===== src/rtl/mcu_spi_packet_tx.sv =====
// Multi-sensor BNO085 snapshot packetiser with a packet FIFO and a mode-0 SPI slave transmitter.
// Optional feature macro: MCU_SPI_TIMESTAMP_EN adds a 2-byte commit timestamp after the status byte.
module mcu_spi_packet_tx #(
  parameter int         NUM_SENSORS = 2,
  parameter int         DEPTH       = 4,
  parameter logic [7:0] HEADER      = 8'hAA,
  parameter int         TS_SHIFT    = 8
) (
  input  logic                          clk,
  input  logic                          rst_n,
  input  logic                          sck,
  input  logic                          load,
  output logic                          sdo,
  output logic                          done,
  input  logic [NUM_SENSORS-1:0]        quat_valid,
  input  logic [16*NUM_SENSORS-1:0]     quat_w,
  input  logic [16*NUM_SENSORS-1:0]     quat_x,
  input  logic [16*NUM_SENSORS-1:0]     quat_y,
  input  logic [16*NUM_SENSORS-1:0]     quat_z,
  input  logic [NUM_SENSORS-1:0]        gyro_valid,
  input  logic [16*NUM_SENSORS-1:0]     gyro_x,
  input  logic [16*NUM_SENSORS-1:0]     gyro_y,
  input  logic [16*NUM_SENSORS-1:0]     gyro_z,
  output logic [$clog2(DEPTH):0]        fifo_level,
  output logic [7:0]                    overflow_count,
  output logic [7:0]                    abort_count
);

`ifdef MCU_SPI_TIMESTAMP_EN
  localparam int HDR_BYTES = 5;
`else
  localparam int HDR_BYTES = 3;
`endif
  localparam int PKT_BYTES = HDR_BYTES + 1 + 15 * NUM_SENSORS;
  localparam int PKT_BITS  = 8 * PKT_BYTES;
  localparam int AW        = $clog2(DEPTH);
  localparam int BCW       = $clog2(PKT_BITS + 1);

  localparam logic [BCW-1:0] BITS_TOTAL = BCW'(PKT_BITS);
  localparam logic [BCW-1:0] LAST_BIT   = BCW'(PKT_BITS - 1);
  localparam logic [AW:0]    FULL_LVL   = (AW + 1)'(DEPTH);

  if (NUM_SENSORS < 1 || NUM_SENSORS > 4 || DEPTH < 2 ||
      (DEPTH & (DEPTH - 1)) != 0 || TS_SHIFT < 0) begin : g_param_check
    $error("mcu_spi_packet_tx: illegal parameter value");
  end

  typedef enum logic [1:0] {ST_IDLE, ST_SHIFT, ST_DRAIN} tx_state_t;

  // ---------------------------------------------------------------- synchronisers
  logic sck_meta, sck_s, sck_d;
  logic load_meta, load_s, load_d;
  logic sck_rise, sck_fall, load_rise, load_fall;

  always_ff @(posedge clk or negedge rst_n) begin
    if (!rst_n) begin
      sck_meta  <= 1'b0;
      sck_s     <= 1'b0;
      sck_d     <= 1'b0;
      load_meta <= 1'b0;
      load_s    <= 1'b0;
      load_d    <= 1'b0;
    end else begin
      // NOTE: non-blocking assignments make every stage sample the previous stage's old value.
      sck_meta  <= sck;
      sck_s     <= sck_meta;
      sck_d     <= sck_s;
      load_meta <= load;
      load_s    <= load_meta;
      load_d    <= load_s;
    end
  end

  assign sck_rise  =  sck_s & ~sck_d;
  assign sck_fall  = ~sck_s &  sck_d;
  assign load_rise =  load_s & ~load_d;
  assign load_fall = ~load_s &  load_d;

  // ---------------------------------------------------------------- staging
  logic [NUM_SENSORS-1:0][6:0][15:0] stg;
  logic [NUM_SENSORS-1:0]            qflag, gflag;
  logic                              commit_pend;
  logic [7:0]                        seq;
  logic                              sticky_ovf;

  always_ff @(posedge clk or negedge rst_n) begin
    if (!rst_n) begin
      stg         <= '0;
      qflag       <= '0;
      gflag       <= '0;
      commit_pend <= 1'b0;
    end else begin
      for (int i = 0; i < NUM_SENSORS; i++) begin
        if (quat_valid[i]) begin
          stg[i][0] <= quat_w[16*i +: 16];
          stg[i][1] <= quat_x[16*i +: 16];
          stg[i][2] <= quat_y[16*i +: 16];
          stg[i][3] <= quat_z[16*i +: 16];
        end
        if (gyro_valid[i]) begin
          stg[i][4] <= gyro_x[16*i +: 16];
          stg[i][5] <= gyro_y[16*i +: 16];
          stg[i][6] <= gyro_z[16*i +: 16];
        end
      end
      // Valids landing in the commit cycle survive the clear and start the next snapshot.
      qflag       <= (commit_pend ? '0 : qflag) | quat_valid;
      gflag       <= (commit_pend ? '0 : gflag) | gyro_valid;
      commit_pend <= |{quat_valid, gyro_valid};
    end
  end

`ifdef MCU_SPI_TIMESTAMP_EN
  logic [TS_SHIFT+15:0] ts_cnt;

  always_ff @(posedge clk or negedge rst_n) begin
    if (!rst_n) ts_cnt <= '0;
    else        ts_cnt <= ts_cnt + 1'b1;
  end
`endif

  // ---------------------------------------------------------------- packet assembly
  logic [7:0]          pkt_byte [PKT_BYTES];
  logic [7:0]          csum;
  logic [PKT_BITS-1:0] pkt;

  always_comb begin
    // NOTE: every variable gets a default first so no path can infer a latch.
    for (int b = 0; b < PKT_BYTES; b++) pkt_byte[b] = 8'h00;
    csum = 8'h00;
    pkt  = '0;
    pkt_byte[0] = HEADER;
    pkt_byte[1] = seq;
    pkt_byte[2] = {7'b0, sticky_ovf};
`ifdef MCU_SPI_TIMESTAMP_EN
    pkt_byte[3] = ts_cnt[TS_SHIFT+15 -: 8];
    pkt_byte[4] = ts_cnt[TS_SHIFT+7 -: 8];
`endif
    for (int i = 0; i < NUM_SENSORS; i++) begin
      for (int f = 0; f < 7; f++) begin
        pkt_byte[HDR_BYTES + 15*i + 2*f]     = stg[i][f][15:8];
        pkt_byte[HDR_BYTES + 15*i + 2*f + 1] = stg[i][f][7:0];
      end
      pkt_byte[HDR_BYTES + 15*i + 14] = {6'b0, gflag[i], qflag[i]};
    end
    for (int b = 0; b < PKT_BYTES - 1; b++) csum = csum ^ pkt_byte[b];
    pkt_byte[PKT_BYTES-1] = csum;
    for (int b = 0; b < PKT_BYTES; b++) pkt[PKT_BITS-1-8*b -: 8] = pkt_byte[b];
  end

  // ---------------------------------------------------------------- packet FIFO
  logic [PKT_BITS-1:0] mem [DEPTH];
  logic [AW:0]         wr_ptr, rd_ptr;
  logic                fifo_full, fifo_empty;
  logic                pop, push, drop;
  logic [PKT_BITS-1:0] head;

  assign fifo_level = wr_ptr - rd_ptr;
  assign fifo_full  = (fifo_level == FULL_LVL);
  assign fifo_empty = (fifo_level == '0);
  assign push       = commit_pend & (~fifo_full | pop);
  assign drop       = commit_pend & fifo_full & ~pop;
  assign head       = mem[rd_ptr[AW-1:0]];

  // NOTE: the packet storage has no reset; the pointers alone define which entries are valid.
  always_ff @(posedge clk) begin
    if (push) mem[wr_ptr[AW-1:0]] <= pkt;
  end

  always_ff @(posedge clk or negedge rst_n) begin
    if (!rst_n) begin
      wr_ptr         <= '0;
      rd_ptr         <= '0;
      seq            <= 8'h00;
      sticky_ovf     <= 1'b0;
      overflow_count <= 8'h00;
      done           <= 1'b0;
    end else begin
      if (push) wr_ptr <= wr_ptr + 1'b1;
      if (pop)  rd_ptr <= rd_ptr + 1'b1;
      if (commit_pend) seq <= seq + 8'd1;
      if (drop) begin
        sticky_ovf <= 1'b1;
        if (overflow_count != 8'hFF) overflow_count <= overflow_count + 8'd1;
      end else if (push) begin
        sticky_ovf <= 1'b0;
      end
      done <= ~fifo_empty & ~load_s;
    end
  end

  // ---------------------------------------------------------------- transmitter
  tx_state_t           state, state_next;
  logic [BCW-1:0]      bit_cnt;
  logic [PKT_BITS-2:0] shift_reg;
  logic                abort_hit;

  always_ff @(posedge clk or negedge rst_n) begin
    if (!rst_n) state <= ST_IDLE;
    else        state <= state_next;
  end

  always_comb begin
    state_next = state;
    pop        = 1'b0;
    abort_hit  = 1'b0;
    unique case (state)
      ST_IDLE: begin
        if (load_rise) begin
          if (!fifo_empty) begin
            pop        = 1'b1;
            state_next = ST_SHIFT;
          end else begin
            state_next = ST_DRAIN;
          end
        end
      end
      ST_SHIFT: begin
        if (load_fall) begin
          abort_hit  = (bit_cnt < BITS_TOTAL);
          state_next = ST_IDLE;
        end else if (sck_rise && bit_cnt == LAST_BIT) begin
          state_next = ST_DRAIN;
        end
      end
      ST_DRAIN: begin
        if (load_fall) state_next = ST_IDLE;
      end
      default: state_next = ST_IDLE;
    endcase
  end

  always_ff @(posedge clk or negedge rst_n) begin
    if (!rst_n) begin
      sdo         <= 1'b0;
      bit_cnt     <= '0;
      shift_reg   <= '0;
      abort_count <= 8'h00;
    end else begin
      if (abort_hit && abort_count != 8'hFF) abort_count <= abort_count + 8'd1;
      if (pop) begin
        sdo       <= head[PKT_BITS-1];
        shift_reg <= head[PKT_BITS-2:0];
        bit_cnt   <= '0;
      end else if (state == ST_SHIFT && !load_fall) begin
        if (sck_rise) begin
          bit_cnt <= bit_cnt + 1'b1;
          if (bit_cnt == LAST_BIT) sdo <= 1'b0;
        end else if (sck_fall) begin
          sdo       <= shift_reg[PKT_BITS-2];
          shift_reg <= {shift_reg[PKT_BITS-3:0], 1'b0};
        end
      end else begin
        sdo <= 1'b0;
      end
    end
  end

endmodule

===== config.mk =====
export PLATFORM = sky130hd
export DESIGN_NAME = mcu_spi_packet_tx
export DESIGN_NICKNAME = d
export VERILOG_FILES = /design/src/rtl/mcu_spi_packet_tx.sv
export SDC_FILE = /design/constraint.sdc
export NUM_CORES = 2
export LEC_CHECK = 0
export CORE_UTILIZATION = 25
export CTS_BUF_LIST = sky130_fd_sc_hd__clkbuf_8
export DETAILED_ROUTE_END_ITERATION = 10
export GPL_ROUTABILITY_DRIVEN = 0
export PLACE_DENSITY = 0.46
export SYNTH_ARGS = -nofsm -noshare
export SYNTH_HDL_FRONTEND = slang
export SYNTH_SLANG_ARGS = --single-unit
export TNS_END_PERCENT = 5

===== constraint.sdc =====
create_clock -name clk -period 9.4 [get_ports clk]
set_input_delay 1.88 -clock clk [delete_from_list [all_inputs] [get_ports clk]]
set_output_delay 1.88 -clock clk [all_outputs]
set_load 0.02 [all_outputs]

== Yosys cells after proc, flatten, opt, wreduce, memory -nomap -nowiden ==
Memories as Yosys holds them, arrays and structs flattened.
Cells that the tools add are included.
Word-level totals
  flip-flop bits (word level): 550
  bits in writable memories: 980
  input bits: 232
  output and inout bits: 21
  word-level logic and storage cells: 150
  memories: 1
Memory list
  mem: depth 4, width 245, rd ports 1, clocked after memory_dff 0, wr ports 1, RTL line 152  | logic [PKT_BITS-1:0] mem [DEPTH];
Operators by class
  add/sub/neg operators: 7
  magnitude comparators: 1
  equal/unequal tests: 12
  mux-type cells: 29
  bitwise operators: 50
  reduce and logical (&&, ||, !) cells: 16
Operator list (number)
  271-bit two-way mux: 4
  8-bit XOR: 28
  9-bit two-way mux: 3
  8-bit by 1-bit adder with 8-bit output, second input constant: 3
  8-bit != test, second input constant: 2
  8-bit by 2-bit XOR with 8-bit output: 2
  1-bit two-way mux: 14
  2-bit two-way mux: 7
  9-bit by 1-bit adder with 9-bit output, second input constant: 1
  9-bit equality test, second input constant: 1
  9-bit less-than comparator, second input constant: 1
  1-bit AND: 8
  2-bit nonzero test: 4
  8-bit by 1-bit XOR with 8-bit output: 1
  1-bit inverter: 7
  3-bit by 1-bit adder with 3-bit output, second input constant: 2
  2-bit one-hot mux with 3 select lines: 1
  2-bit AND reduction: 3
  3-bit AND reduction: 2
  2-bit != test, second input constant: 2
  4-bit by 3-bit != test with 1-bit output, second input constant: 1
  4-bit != test, second input constant: 1
  4-bit inverter: 1
  2-bit bitwise OR: 2
  other kinds (12): 14

== Logic depth before layout (Yosys ltp) ==
  depth in word-level cells: 32
  mapped depth: 12
  depth with buffers taken out: 9

== Worst setup path before layout ==
OpenSTA, ideal clock, no wires.
  kind: register to register
  from: register wr_ptr[0]
  to: memory mem[3][0] (netlist name) (enable)
  setup time: 0.638 ns
  data arrival time: 7.304 ns
  data required time: 8.762 ns
  slack: 1.457 ns
  cell stages (with the launch flop): 8
  buffers on the path: 0
  period minus slack after synthesis: 7.943 ns
  cells stage by stage: dfrtp_1 > inv_1 > ha_1 > fa_1 > xnor3_1 > nor3_1 > nor2_1 > and2_1
Between the ends
  cells in the longest elaborated chain, start to end: 9
  elaborated cells between the ends (all ways): 11
  those cells by class: add/sub (1); eq/ne (1); mux (5); bitwise (3); reduce/logical (1)
RTL lines
  start: declaration: RTL line 153  | logic [AW:0] wr_ptr, rd_ptr;
  start signal: assignment: RTL line 179  | if (push) wr_ptr <= wr_ptr + 1'b1;
  3-bit subtractor: RTL line 158  | assign fifo_level = wr_ptr - rd_ptr;
  3-bit zero test: RTL line 160  | assign fifo_empty = (fifo_level == '0);
  1-bit two-way mux: RTL line 210  | if (!fifo_empty) begin
  1-bit two-way mux: RTL line 209  | if (load_rise) begin
  1-bit two-way mux: RTL line 207  | unique case (state)
  1-bit bitwise OR: RTL line 161  | assign push = commit_pend & (~fifo_full | pop);
  1-bit AND: RTL line 161
  1-bit two-way mux: RTL line 167  | if (push) mem[wr_ptr[AW-1:0]] <= pkt;
  1-bit two-way mux (implied by the code): RTL line 167
  end: declaration: RTL line 152
Parallel ways exist; a longest one is shown, timed or not.

== Worst setup path in the final report ==
  from: register rd_ptr[0]
  to: output port fifo_level[2]
Between the ends
  cells in the longest elaborated chain, start to end: 1
RTL lines
  start: declaration: RTL line 153
  start signal: assignment: RTL line 180  | if (pop) rd_ptr <= rd_ptr + 1'b1;
  3-bit subtractor: RTL line 158
  end: declaration: RTL line 24  | output logic [$clog2(DEPTH):0] fifo_level,
No other way between the ends.

==> results.py <==
metrics = {
    "clock_network": {
        "ctsHoldBuffers": 0,
        "cts_tree": "built",
        "clk_latency_ns": 1.02,
        "cts.repair.resized": 0,
        "cts_buffer_depth": 4,
        "htreeDepth": 5,
        "cts_buffers": 293,
        "clock_sinks": 1530,
        "cts.clk_slew.worst_paths_ns": 0.05,
        "post_cts_buffers": 0,
        "cts_root_buf": "clkbuf_8",
    },
    "job": {
        "cap_violations": 0,
    },
    "grt": {
        "grt_max_degree": 159,
        "grt_use_total_pct": 12.8,
        "first_global_vias": 32700,
        "grt-ovfl-total": 0,
        "antenna_found_initial": 10,
        "grt_pass1_wl_um": 227000,
    },
    "synthesis": {
        "yosysTopAreaCell": "edfxtp_1",
        "syn_area_per_cell_um2": 17.5,
        "ys_ff_latch": 1530,
        "ys_async_sr_fraction_pct": 35.9,
        "synth_area_leaders": "edfxtp_1 50%, dfrtp_1 23%, mux4_2 9.3%",
        "synth_edf_count": 980,
        "seq_area_frac_synth_pct": 72.9,
        "synth.most_common_cell": "edfxtp_1",
        "yosysTopAreaCellShare_pct": 49.7,
        "ys_warn_count": 0,
        "synth_common_cells": "980 x edfxtp_1, 563 x nand2_1, 550 x dfrtp_1",
        "post_synth_num_cell_types": 42,
        "syn_inst": 3394,
        "yosys_most_used_dff": "edfxtp_1",
        "syn_nets": 3639,
        "synth_area_um2": 59200,
    },
    "worst_setup_path": {
        "r2r_start": "rd_ptr[0]",
        "crit_path_start_kind": "flop",
        "critical_path_buf_inv_count": 2,
        "arrival_ns": 3.51,
        "cp_max_fo": 35,
        "crit_family": "buffers and inverters",
        "crit_start": "rd_ptr[0]",
        "ff2ff_path_depth": 8,
        "crit_type": "flop to output port",
        "end_kind": "output port",
        "crit_chain": "ha_1 -> fa_1 -> xnor3_1 -> inv_1 -> clkdlybuf4s50_1",
        "cp_num_cells": 5,
        "max_stage_delay_ns": 0.78,
        "required_ns": 7.52,
        "slowest_stage": "dfrtp_4",
    },
    "power": {
        "ir_worst_vdd_v": 0.000301,
        "p_per_area_nw_per_um2": 338,
        "power.leakage_uw": 0.0259,
    },
    "die": {
        "io-pin-count": 253,
        "core_um2": 235000,
        "row_count": 178,
        "die_area_um2": 239000,
        "start_util_pct": 25.2,
        "dieHeight_um": 489,
        "fp.dieW_um": 489,
    },
    "layout": {
        "largest_reg_flops": 980,
        "final_core_util_pct": 30.0,
        "layout.cells.non_filler": 7178,
        "drive_gt1_share_pct": 22.0,
        "fin_nets": 4049,
        "syn2layout_area_growth_pct": 19.4,
        "postLayoutCellArea_um2": 70700,
    },
    "placed_design": {
        "post-place-cells": 6659,
        "io_buffers": 252,
        "dp_hpwl_um": 86600,
        "pre_cts_ws_ns": 4.42,
        "place_area_um2": 65300,
    },
    "timing": {
        "min_period_over_period_pct": 57.3,
        "layout_min_cycle_time_ns": 5.39,
        "hold_violations": 0,
        "drv_slew": 0,
        "setup_ws_ns": 4.01,
        "rsz0062_at_grt": "no",
        "fin_tns_setup_ns": 0,
        "fmax_mhz": 186,
        "setup_violations": 0,
        "fin_skew_ns": 0.0669,
        "max-slew-margin-rel_pct": 20.6,
        "worst_slew_pin_slew_ns": 1.19,
    },
    "detailed_routing": {
        "ant_nets": 1,
        "drt_iter0_markers": 1986,
        "dr_total_vias": 31100,
        "drt_wl_total_um": 152000,
        "vias_per_cell": 4.33,
        "detail_route.wl_per_cell_um": 21.2,
        "drcViolationCount": 0,
        "first_pass_iters": 6,
    },
    "run_status": {
        "outcome": "finished with violations",
        "violations": "antenna violations",
    },
    "hold_path": {
        "holdPathStages": 0,
        "worstHoldStart": "sck_meta",
        "holdCritPathClass": "flop to flop",
    },
}
[cell usage in the layout (no fill, tap or decap), drive strengths merged, types with 2 or more instances in the layout]
master and instances:
edfxtp 980, a21oi 27, o21ai 7, a31oi 15, ha 12, or3 3
bufinv 5, nand2 563, diode 12, mux4 245, mux2 227, nand4 9
nor3 9, nand2b 2, and3 5, nor4b 2, a21o 5, clkinv 45
xor2 47, xnor2 211, and2 4, nor2b 3, inv 132, buf 43
clkbuf 324, clkinvlp 10, dfrtp 550, or4 2, nor2 29, clkdlybuf4s50 247
a22oi 232, nand3 12
[logic make-up after synthesis]
family	synth area share (%)
AO/OA/AOI/OAI	3.54
XOR/XNOR	3.85
adder cells (fa/ha/maj)	0.287
buffers and inverters	1.44
flip-flops	72.9
multiplexers	13.6
AND/OR/NAND/NOR	4.30
[metrics by stage]
stage	total power (µW)	hold WS, ns
after floorplan	16200	0.331
after detailed placement	18200	0.348
after global routing	25400	0.382
after CTS	24500	0.366
final	23900	0.362
after global placement	18100	0.344
[final cells by class]
type | count | area [µm²]
inverter | 9 | 33.8
tap | 3150 | 3940
antenna | 12 | 30.0
sequential | 1530 | 43200
multi-input combinational | 1680 | 15200
clock buffer | 324 | 4460
clock inverter | 183 | 887
timing repair buffer | 290 | 2960
fill | 23400 | 165000
[where the power goes]
part           total [µW]  switching (µW)  internal [µW]
clock network        6100            2820           3280
registers           11400            1070          10300
logic                6400            3830           2580
total               23900            7710          16200
[final timing paths]
kind,end,slack [ns]
hold / removal,sck_s,0.36
max in group asynchronous,pkt[155],6.70
min in group asynchronous,pkt[186],0.88
setup / recovery,fifo_level[2],4.01
hold reg to reg,sck_s,0.36
setup reg to reg,mem[3][89],4.57
[layer usage]
metal / part of all wire (%) / up-vias / GRT usage (%)
li1: - / 13700 / -
met3: 4.8 / 286 / 2.66
met4: 2.6 / 2 / 4.29
met2: 46 / 763 / 19.7
met1: 47 / 16300 / 17.9
met5: 0.0079 / - / 0
Note: power is estimated with default switching activity, not from simulation.
